$ cat config.mk
export PLATFORM = sky130hd
export DESIGN_NAME = mux_masters_rr_flat
export DESIGN_NICKNAME = d
export VERILOG_FILES = /design/src/rtl/mux_masters_pkg.sv /design/src/rtl/mux_masters_rr_if.sv /design/src/rtl/rr_arbiter.sv /design/src/rtl/mux_masters_rr.sv /design/src/flat_wrapper.sv
export SDC_FILE = /design/constraint.sdc
export NUM_CORES = 1
export LEC_CHECK = 0
export CAP_MARGIN = 20
export CORE_AREA = 5 5 193 195
export CTS_BUF_LIST = sky130_fd_sc_hd__clkbuf_4
export CTS_CLUSTER_DIAMETER = 40
export CTS_CLUSTER_SIZE = 12
export DETAILED_ROUTE_END_ITERATION = 10
export DIE_AREA = 0 0 198 200
export MAX_ROUTING_LAYER = met4
export SYNTH_ARGS = -nofsm -noshare
export SYNTH_HDL_FRONTEND = slang
export SYNTH_HIERARCHICAL = 1
export SYNTH_SLANG_ARGS = --single-unit
export TNS_END_PERCENT = 100
$ cat constraint.sdc
create_clock -name clk -period 3.1 [get_ports clk]
set_input_delay 0.62 -clock clk [delete_from_list [all_inputs] [get_ports clk]]
set_output_delay 0.62 -clock clk [all_outputs]
set_load 0.05 [all_outputs]
$ cat src/rtl/mux_masters_pkg.sv
// Shared types and helpers for the round-robin N-master to 1-slave bus mux.
package mux_masters_pkg;

  typedef enum logic {
    IDLE = 1'b0,
    BUSY = 1'b1
  } state_t;

  localparam logic CMD_READ  = 1'b0;
  localparam logic CMD_WRITE = 1'b1;

  // Index/counter width that never collapses to zero bits.
  function automatic int width_of(input int n);
    return (n <= 1) ? 1 : $clog2(n);
  endfunction

endpackage

$ cat src/rtl/mux_masters_rr_if.sv
// Bus bundle between N master cores, the mux, and the single shared slave.
interface mux_masters_rr_if
  import mux_masters_pkg::*;
#(
  parameter int MASTERS = 4,
  parameter int ADDR_W  = 32,
  parameter int DATA_W  = 32
);
  localparam int ID_W = width_of(MASTERS);

  // Handshake: a master holds req (with addr/cmd/wdata stable) until it sees
  // its one-cycle ack; err coincides with ack on timeout; rdata is valid only
  // in the acked lane. The slave completes with a one-cycle slave_ack while
  // slave_req is high; slave_rdata is valid with slave_ack.
  logic [MASTERS-1:0]        master_req;
  logic [MASTERS*ADDR_W-1:0] master_addr;
  logic [MASTERS-1:0]        master_cmd;
  logic [MASTERS*DATA_W-1:0] master_wdata;
  logic [MASTERS-1:0]        master_ack;
  logic [MASTERS-1:0]        master_err;
  logic [MASTERS*DATA_W-1:0] master_rdata;
  logic                      slave_req;
  logic [ADDR_W-1:0]         slave_addr;
  logic                      slave_cmd;
  logic [DATA_W-1:0]         slave_wdata;
  logic                      slave_ack;
  logic [DATA_W-1:0]         slave_rdata;
  logic [ID_W-1:0]           slave_master_id;

  modport mux (
    input  master_req, master_addr, master_cmd, master_wdata, slave_ack, slave_rdata,
    output master_ack, master_err, master_rdata,
    output slave_req, slave_addr, slave_cmd, slave_wdata, slave_master_id
  );

  modport master (
    output master_req, master_addr, master_cmd, master_wdata,
    input  master_ack, master_err, master_rdata
  );

  modport slave (
    input  slave_req, slave_addr, slave_cmd, slave_wdata, slave_master_id,
    output slave_ack, slave_rdata
  );

endinterface

$ cat src/rtl/rr_arbiter.sv
// Combinational rotate-priority picker: first set req bit searching upward from ptr, wrapping.
module rr_arbiter
  import mux_masters_pkg::*;
#(
  parameter int N = 4,
  localparam int W = width_of(N)
) (
  input  logic [N-1:0] req,
  input  logic [W-1:0] ptr,
  output logic [W-1:0] gnt_idx,
  output logic         any_req
);

  logic [W-1:0] idx;

  // Walk from lowest priority to highest so the closest request to ptr wins last.
  always_comb begin
    gnt_idx = '0;
    idx     = '0;
    for (int i = N - 1; i >= 0; i--) begin
      idx = W'((int'(ptr) + i) % N);
      if (req[idx]) gnt_idx = idx;
    end
  end

  assign any_req = |req;

endmodule

$ cat src/rtl/mux_masters_rr.sv
// N-master to 1-slave bus mux: round-robin grant held for a whole transaction,
// with an optional per-transaction timeout that acks the stalled master with an error.
module mux_masters_rr
  import mux_masters_pkg::*;
#(
  parameter int MASTERS = 4,
  parameter int ADDR_W  = 32,
  parameter int DATA_W  = 32,
  parameter int TIMEOUT = 16
) (
  input  logic          clk,
  input  logic          rst,
  mux_masters_rr_if.mux bus,
  output state_t        dbg_state
);

  localparam int ID_W  = width_of(MASTERS);
  localparam int CNT_W = width_of(TIMEOUT + 1);
  localparam logic [ID_W-1:0]  LAST_ID  = ID_W'(MASTERS - 1);
  localparam logic [CNT_W-1:0] TMO_LAST = CNT_W'((TIMEOUT == 0) ? 0 : TIMEOUT - 1);
  localparam logic [CNT_W-1:0] CNT_MAX  = '1;

  state_t           state;
  logic [ID_W-1:0]  rr_ptr;
  logic [ID_W-1:0]  grant;
  logic [ID_W-1:0]  winner;
  logic [ID_W-1:0]  next_ptr;
  logic [CNT_W-1:0] tmo_cnt;
  logic             any_req;
  logic             tmo_hit;

  rr_arbiter #(.N(MASTERS)) u_arb (
    .req     (bus.master_req),
    .ptr     (rr_ptr),
    .gnt_idx (winner),
    .any_req (any_req)
  );

  assign next_ptr = (grant == LAST_ID) ? '0 : grant + ID_W'(1);
  // A same-cycle slave_ack always beats the timeout.
  assign tmo_hit  = (TIMEOUT != 0) && (state == BUSY) && !bus.slave_ack && (tmo_cnt == TMO_LAST);

  always_ff @(posedge clk or posedge rst) begin
    if (rst) begin
      state   <= IDLE;
      rr_ptr  <= '0;
      grant   <= '0;
      tmo_cnt <= '0;
    end else begin
      case (state)
        IDLE: begin
          if (any_req) begin
            grant   <= winner;
            tmo_cnt <= '0;
            state   <= BUSY;
          end
        end
        BUSY: begin
          if (bus.slave_ack || tmo_hit) begin
            rr_ptr <= next_ptr;
            state  <= IDLE;
          end else if (TIMEOUT != 0 && tmo_cnt != CNT_MAX) begin
            tmo_cnt <= tmo_cnt + CNT_W'(1);
          end
        end
        default: state <= IDLE;
      endcase
    end
  end

  always_comb begin
    bus.slave_req    = 1'b0;
    bus.slave_addr   = '0;
    bus.slave_cmd    = CMD_READ;
    bus.slave_wdata  = '0;
    bus.master_ack   = '0;
    bus.master_err   = '0;
    bus.master_rdata = '0;
    if (state == BUSY) begin
      bus.slave_req         = 1'b1;
      bus.slave_addr        = bus.master_addr[int'(grant)*ADDR_W +: ADDR_W];
      bus.slave_cmd         = bus.master_cmd[grant];
      bus.slave_wdata       = bus.master_wdata[int'(grant)*DATA_W +: DATA_W];
      bus.master_ack[grant] = bus.slave_ack | tmo_hit;
      bus.master_err[grant] = tmo_hit;
      if (bus.slave_ack) bus.master_rdata[int'(grant)*DATA_W +: DATA_W] = bus.slave_rdata;
    end
  end

  // Held at the last grant through IDLE for trace purposes.
  assign bus.slave_master_id = grant;
  assign dbg_state           = state;

endmodule

$ cat src/flat_wrapper.sv
// flat-port wrapper written by rule: the top's interface ports become plain ports
module mux_masters_rr_flat import mux_masters_pkg::*;
#(
  parameter int MASTERS = 4,
  parameter int ADDR_W  = 32,
  parameter int DATA_W  = 32,
  parameter int TIMEOUT = 16
)
  (clk, rst, dbg_state, bus_master_req, bus_master_addr, bus_master_cmd, bus_master_wdata, bus_slave_ack, bus_slave_rdata, bus_master_ack, bus_master_err, bus_master_rdata, bus_slave_req, bus_slave_addr, bus_slave_cmd, bus_slave_wdata, bus_slave_master_id);
  mux_masters_rr_if #(.MASTERS(MASTERS), .ADDR_W(ADDR_W), .DATA_W(DATA_W)) bus_i ();
  input  logic clk;
  input  logic rst;
  output state_t dbg_state;
  input wire logic [$bits(bus_i.master_req)-1:0] bus_master_req;
  input wire logic [$bits(bus_i.master_addr)-1:0] bus_master_addr;
  input wire logic [$bits(bus_i.master_cmd)-1:0] bus_master_cmd;
  input wire logic [$bits(bus_i.master_wdata)-1:0] bus_master_wdata;
  input wire logic [$bits(bus_i.slave_ack)-1:0] bus_slave_ack;
  input wire logic [$bits(bus_i.slave_rdata)-1:0] bus_slave_rdata;
  output wire logic [$bits(bus_i.master_ack)-1:0] bus_master_ack;
  output wire logic [$bits(bus_i.master_err)-1:0] bus_master_err;
  output wire logic [$bits(bus_i.master_rdata)-1:0] bus_master_rdata;
  output wire logic [$bits(bus_i.slave_req)-1:0] bus_slave_req;
  output wire logic [$bits(bus_i.slave_addr)-1:0] bus_slave_addr;
  output wire logic [$bits(bus_i.slave_cmd)-1:0] bus_slave_cmd;
  output wire logic [$bits(bus_i.slave_wdata)-1:0] bus_slave_wdata;
  output wire logic [$bits(bus_i.slave_master_id)-1:0] bus_slave_master_id;
  assign bus_i.master_req = bus_master_req;
  assign bus_i.master_addr = bus_master_addr;
  assign bus_i.master_cmd = bus_master_cmd;
  assign bus_i.master_wdata = bus_master_wdata;
  assign bus_i.slave_ack = bus_slave_ack;
  assign bus_i.slave_rdata = bus_slave_rdata;
  assign bus_master_ack = bus_i.master_ack;
  assign bus_master_err = bus_i.master_err;
  assign bus_master_rdata = bus_i.master_rdata;
  assign bus_slave_req = bus_i.slave_req;
  assign bus_slave_addr = bus_i.slave_addr;
  assign bus_slave_cmd = bus_i.slave_cmd;
  assign bus_slave_wdata = bus_i.slave_wdata;
  assign bus_slave_master_id = bus_i.slave_master_id;
  mux_masters_rr #(.MASTERS(MASTERS), .ADDR_W(ADDR_W), .DATA_W(DATA_W), .TIMEOUT(TIMEOUT)) u_core (.clk(clk), .rst(rst), .bus(bus_i), .dbg_state(dbg_state));
endmodule
After elaboration in Yosys (flattened, before gate mapping):

Cells that the tools add are included.

* $add $sub $neg: 6
* multiply operators: 0
* divide/modulo/power cells: 0
* $lt $le $gt $ge: 6
* equal/unequal tests: 6
* shift-type cells: 4
* multiplexer cells: 32
* bitwise gates (word level): 5
* reduce and logical (&&, ||, !) cells: 9

Operator list (number)
* $mux W128: 2
* $shiftx A128 B8 Y32: 2
* $and A128 B128 Y128: 1
* $shift A32 B33 Y128 const A: 1
* $shiftx A32 B33 Y128: 1
* $mux W32: 2
* $neg A7 Y33: 1
* $lt A2 B3 Y1 const B: 5
* $mux W5: 3
* $bmux W1 S2: 5
* $mux W1: 10
* $mux W2: 5
* $pmux W5 S2: 1
* $and A4 B4 Y4: 2
* $mux W4: 2
* $add A5 B1 Y5 const B: 1
* $eq A5 B4 Y1 const B: 1
* $ne A5 B5 Y1 const B: 1
* $add A2 B1 Y2 const B: 2
* $add A2 B2 Y2 const B: 2
* $ne A2 B2 Y1 const B: 2
* $reduce_and A2 Y1: 2
* $reduce_or A4 Y1: 1
* $logic_and A1 B1 Y1: 3
* other kinds (10): 10

* bits in registers: 10
* latch bits: 0
* bits in writable memories: 0
* bits in read-only memories: 0
* input bits: 299
* output and inout port bits: 205
* logic and storage cells: 72
* memories: 0

Depth between registers and ports, before layout:

* depth in word-level cells: 7
* mapped depth: 8
* gate-level depth less buffers: 6

Hierarchy:

Netlist, hierarchy kept.

By module, submodules not included
* mux_masters_rr: instances 1, cells an instance 366, area each 3497.1 µm², sequential area each 250.2 µm²
* rr_arbiter: instances 1, cells an instance 13, area each 77.6 µm², sequential area each 0.0 µm²

Worst setup path before layout:

OpenSTA, ideal clock, no wires.

* path type: register to output
* start: register u_core.grant[1], in the netlist u_core/bus.slave_master_id[1]
* end: output bus_master_rdata[10]
* data arrival time: 3.010 ns
* required time: 2.480 ns
* setup slack: -0.530 ns
* cell stages (with the launch flop): 8
* cell sequence: dfrtp_1 buf_2 buf_1 inv_1 ha_1 nor4b_1 clkbuf_1 and2_1

* longest elaborated chain between the ends: 5

Ends and longest elaborated chain
* start, declared: line mux_masters_rr.sv:25 `logic [ID_W-1:0] grant;`
* start signal, assigned: line mux_masters_rr.sv:53 `grant <= winner;`
* $neg A7 Y33 (*): line mux_masters_rr.sv:86 `if (bus.slave_ack) bus.master_rdata[int'(grant)*DATA_W +: DATA_W] = bus.slave_rdata;`
* $shiftx A32 B33 Y128 or $shift A32 B33 Y128 (tied branches): line mux_masters_rr.sv:86
* $and A128 B128 Y128 (no line) (*)
* $mux W128 (*): line mux_masters_rr.sv:86
* $mux W128 (*): line mux_masters_rr.sv:79 `if (state == BUSY) begin`
* end, declared: line flat_wrapper.sv:22 `output wire logic [$bits(bus_i.master_rdata)-1:0] bus_master_rdata;`

Every way passes the cells marked *; elsewhere a longest branch is shown, timed or not.

Final worst setup path:

* start: register u_core.grant[1], in the netlist u_core/bus.slave_master_id[1]
* end: output bus_master_rdata[65]

The elaborated chain is that of the path after synthesis.

==> results.toml <==
[routing]
drtIter0Drc = 124
antenna_left = 0
dr.pass1.iters = 4
drcViolationCount = 0
drt-wirelength-per-cell_um = 21.2
vias_per_cell = 3.85
wirelength_mm = 28.0
num_vias = 5080

[yosys]
syn_inst = 379
synthSimpleGateAreaFrac_pct = 40.9
synth.most_common_cell = "and2_1"
synthAdderAreaFrac_pct = 3.15
synth_top_family_by_area = "multiplexers"
ys_seq_area_share_pct = 7.00
synth-seq-cells = 10
ys.flop_type = "dfrtp_1"
synth_top_area_share_pct = 41.0
netlist_area_sq_mm = 0.00357
muxShareOfSynthArea_pct = 41.9
synth_top_cell_by_area = "mux4_2"
synth_edf_count = 0
async_flop_share_pct = 100
ys_types = 32
synth_area_leaders = "mux4_2 41%, and2_1 35%, dfrtp_1 7.0%"
syn_nets = 687
ys_warn_count = 6
synth_common_cells = "201 x and2_1, 65 x mux4_2, 23 x clkbuf_1"
syn_area_per_cell_sq_um = 9.43
synthXorXnorAreaFrac_pct = 0.245
synth_compound_area_share_pct = 1.89

[sta]
min_period_ns = 2.95
finalCritPeriodShare_pct = 95.3
tns_ns = 0
rsz0062_at_grt = "false"
slew_headroom_pct = 57.9
setup_viol = 0
hold_viol_final = 0
worstMarginPinSlew_ns = 0.632
fin_worst_skew_ns = 0.00163
fmax_mhz = 339
finalMaxSlewViolations = 0

[layout]
multi_input_area_sq_mm = 0.00329
regArea_sq_um = 259
finalNonFillerCells = 1320
area_delta_synth_final_pct = 196
drive_above_1_share_pct = 44.2
fillers = 3648
postLayoutCellArea_sq_mm = 0.0106
fin_nets = 1167

[global_route]
antenna_found_initial = 1
use_met3_pct = 5.24
grt_pass1_wl_mm = 39.2
grt_busiest_layer = "met2"
grt_max_degree = 65
grt_util_met2_pct = 22.1
use_met1_pct = 16.5
grt_use_total_pct = 13.6
grt_overflow = 0
grt_pass1_vias = 5722

[power]
ir_worst_vdd_v = 0.000708
powerDensity_mw_per_mm2 = 610
clockPowerShare_pct = 1.4
switching_share_pct = 58.0
p_total_mw = 6.46
p_leak_nw = 4.09
power.internal_mw = 2.71
pwr-share-comb_pct = 94.1
switchingPower_mw = 3.74
p_seq_share_pct = 4.5

[worst_setup_path]
crit_top_cell = "buf_12"
r2r_cells = 6
worst-r2r-setup-slack_ns = 0.76
critPathLaunchType = "flop"
timing.rr.start = "u_core/tmo_cnt[0]"
required_ns = 2.48
worstSetupStartpoint = "u_core/bus.slave_master_id[1]"
cp_slowest_stage_delay_ns = 0.53
endpoint_kind = "output pin"
worstPathArrival_ns = 2.33
worstReg2RegEnd = "u_core/tmo_cnt[3]"
crit_type = "flop to output pin"
path_max_fanout = 32
worstPathCellList = "inv_1 -> ha_2 -> nand2_1 -> nor4_2 -> buf_12 -> and2_1 -> buf_12"
critPathSlowestCell = "dfrtp_4"

[clocking]
cts_resized = 0
htreeDepth = 1
cts_tree = "done"
cts_root_buf = "clkbuf_4"
worstSkewPairLatency_ns = 0.26
cts_made_buffers = 3
cts_buffer_depth = 2
clk_pin_slew_worst_paths_ns = 0.07
cts-hold-fix-buffers = 0
postCtsSetupBuffers = 0
clock-sinks = 10

[placed_design]
placedCellCount = 1315
gp_congestion = 0.838
dpl.hpwl_mm = 24.1
postPlaceCellArea_sq_mm = 0.0106
port_buffers = 503

[floorplan]
io_pins = 504
die_w_um = 198
start_util_pct = 10.1
die_h_um = 200
core_area_sq_mm = 0.0352
rows = 69
die-area_sq_mm = 0.0396

[hold_path]
min_from = "u_core/tmo_cnt[4]"
hold_path_class = "flop to flop"
worstHoldPathCells = 2
hold_end = "u_core/tmo_cnt[4]"

[run_status]
status = "finished clean"

[job]
cap_violations = 0
==> routing by layer <==
layer	part of all wire [%]	wire length, um
met1	41	11400
met2	46	13000
met3	12	3350
met4	1.1	321
met5	0	0
==> power by group through the flow <==
stage / logic, mW / clock network [mW] / registers, mW
floorplan: 3.87 / 0 / 0.295
global route: 6.38 / 0.105 / 0.306
detailed placement: 6.16 / 0 / 0.295
global placement: 6.14 / 0 / 0.292
finish: 6.07 / 0.0931 / 0.289
CTS: 6.19 / 0.0993 / 0.294
==> how the worst max path moves through the flow <==
stage / to / cells past startpoint
floorplan: bus_master_rdata[66] / 8
global placement: bus_master_rdata[97] / 6
detailed placement: bus_master_rdata[95] / 6
CTS: bus_master_rdata[65] / 7
global route: bus_master_rdata[65] / 7
finish: bus_master_rdata[65] / 7
==> flip-flops by register name, indices dropped and copies added, names as in the netlist <==
signal / count
u_core/bus.slave_master_id: 2
u_core/dbg_state: 1
u_core/rr_ptr: 2
u_core/tmo_cnt: 5
==> cell families (layout without fill, tap and decap cells) <==
kind of cell	after synthesis	in the layout
flip-flops	10	10
multiplexers	68	68
XOR/XNOR	1	1
other	0	1
buffers and inverters	41	520
AND/OR/NAND/NOR	239	239
adder cells (fa/ha/maj)	9	9
AO/OA/AOI/OAI	11	11
==> area by class of cell <==
type	instances	area share [%]
repair buffers	512	60.6
multi-input cells	328	31.1
well taps	461	5.45
flip-flops and latches	10	2.45
clock buffers	3	0.213
inverters	4	0.142
clock inverters	1	0.0355
diodes	1	0.0236
==> through the flow <==
step	utilization [%]	hold slack [ns]	setup slack [ns]
2_1_floorplan	-	0.460	-0.0105
3_3_place_gp	30.0	0.508	0.221
3_5_place_dp	30.0	0.533	0.204
4_1_cts	30.0	0.551	0.107
5_1_grt	30.1	0.579	0.0274
6_report	30.1	0.549	0.147
==> cell usage in the layout (no fill, tap or decap), drive strengths merged <==
| cell type | count |
|---|---|
| or3 | 1 |
| nor3b | 3 |
| nand3 | 4 |
| mux2i | 1 |
| nor2 | 8 |
| buf | 210 |
| xor2 | 1 |
| a211oi | 2 |
| inv | 4 |
| o21ai | 6 |
| ha | 9 |
| or4b | 1 |
| and2 | 201 |
| nand4b | 1 |
| clkinv | 1 |
| nand2 | 11 |
| mux2 | 2 |
| clkbuf | 3 |
| nor2b | 2 |
| a21oi | 2 |
| and3 | 1 |
| clkdlybuf4s50 | 302 |
| nor4 | 1 |
| nand2b | 3 |
| dfrtp | 10 |
| diode | 1 |
| a21o | 1 |
| nor4b | 2 |
| mux4 | 65 |
==> critical path: cells and delay by family, from the launching register on <==
| kind | cells | cell delay, ns |
|---|---|---|
| adders and majority gates | 1 | 0.43 |
| buffers and inverters | 3 | 0.51 |
| DFF | 1 | 0.53 |
| and+or+nand+nor | 3 | 0.59 |
Power figures use the tool's default switching activity.
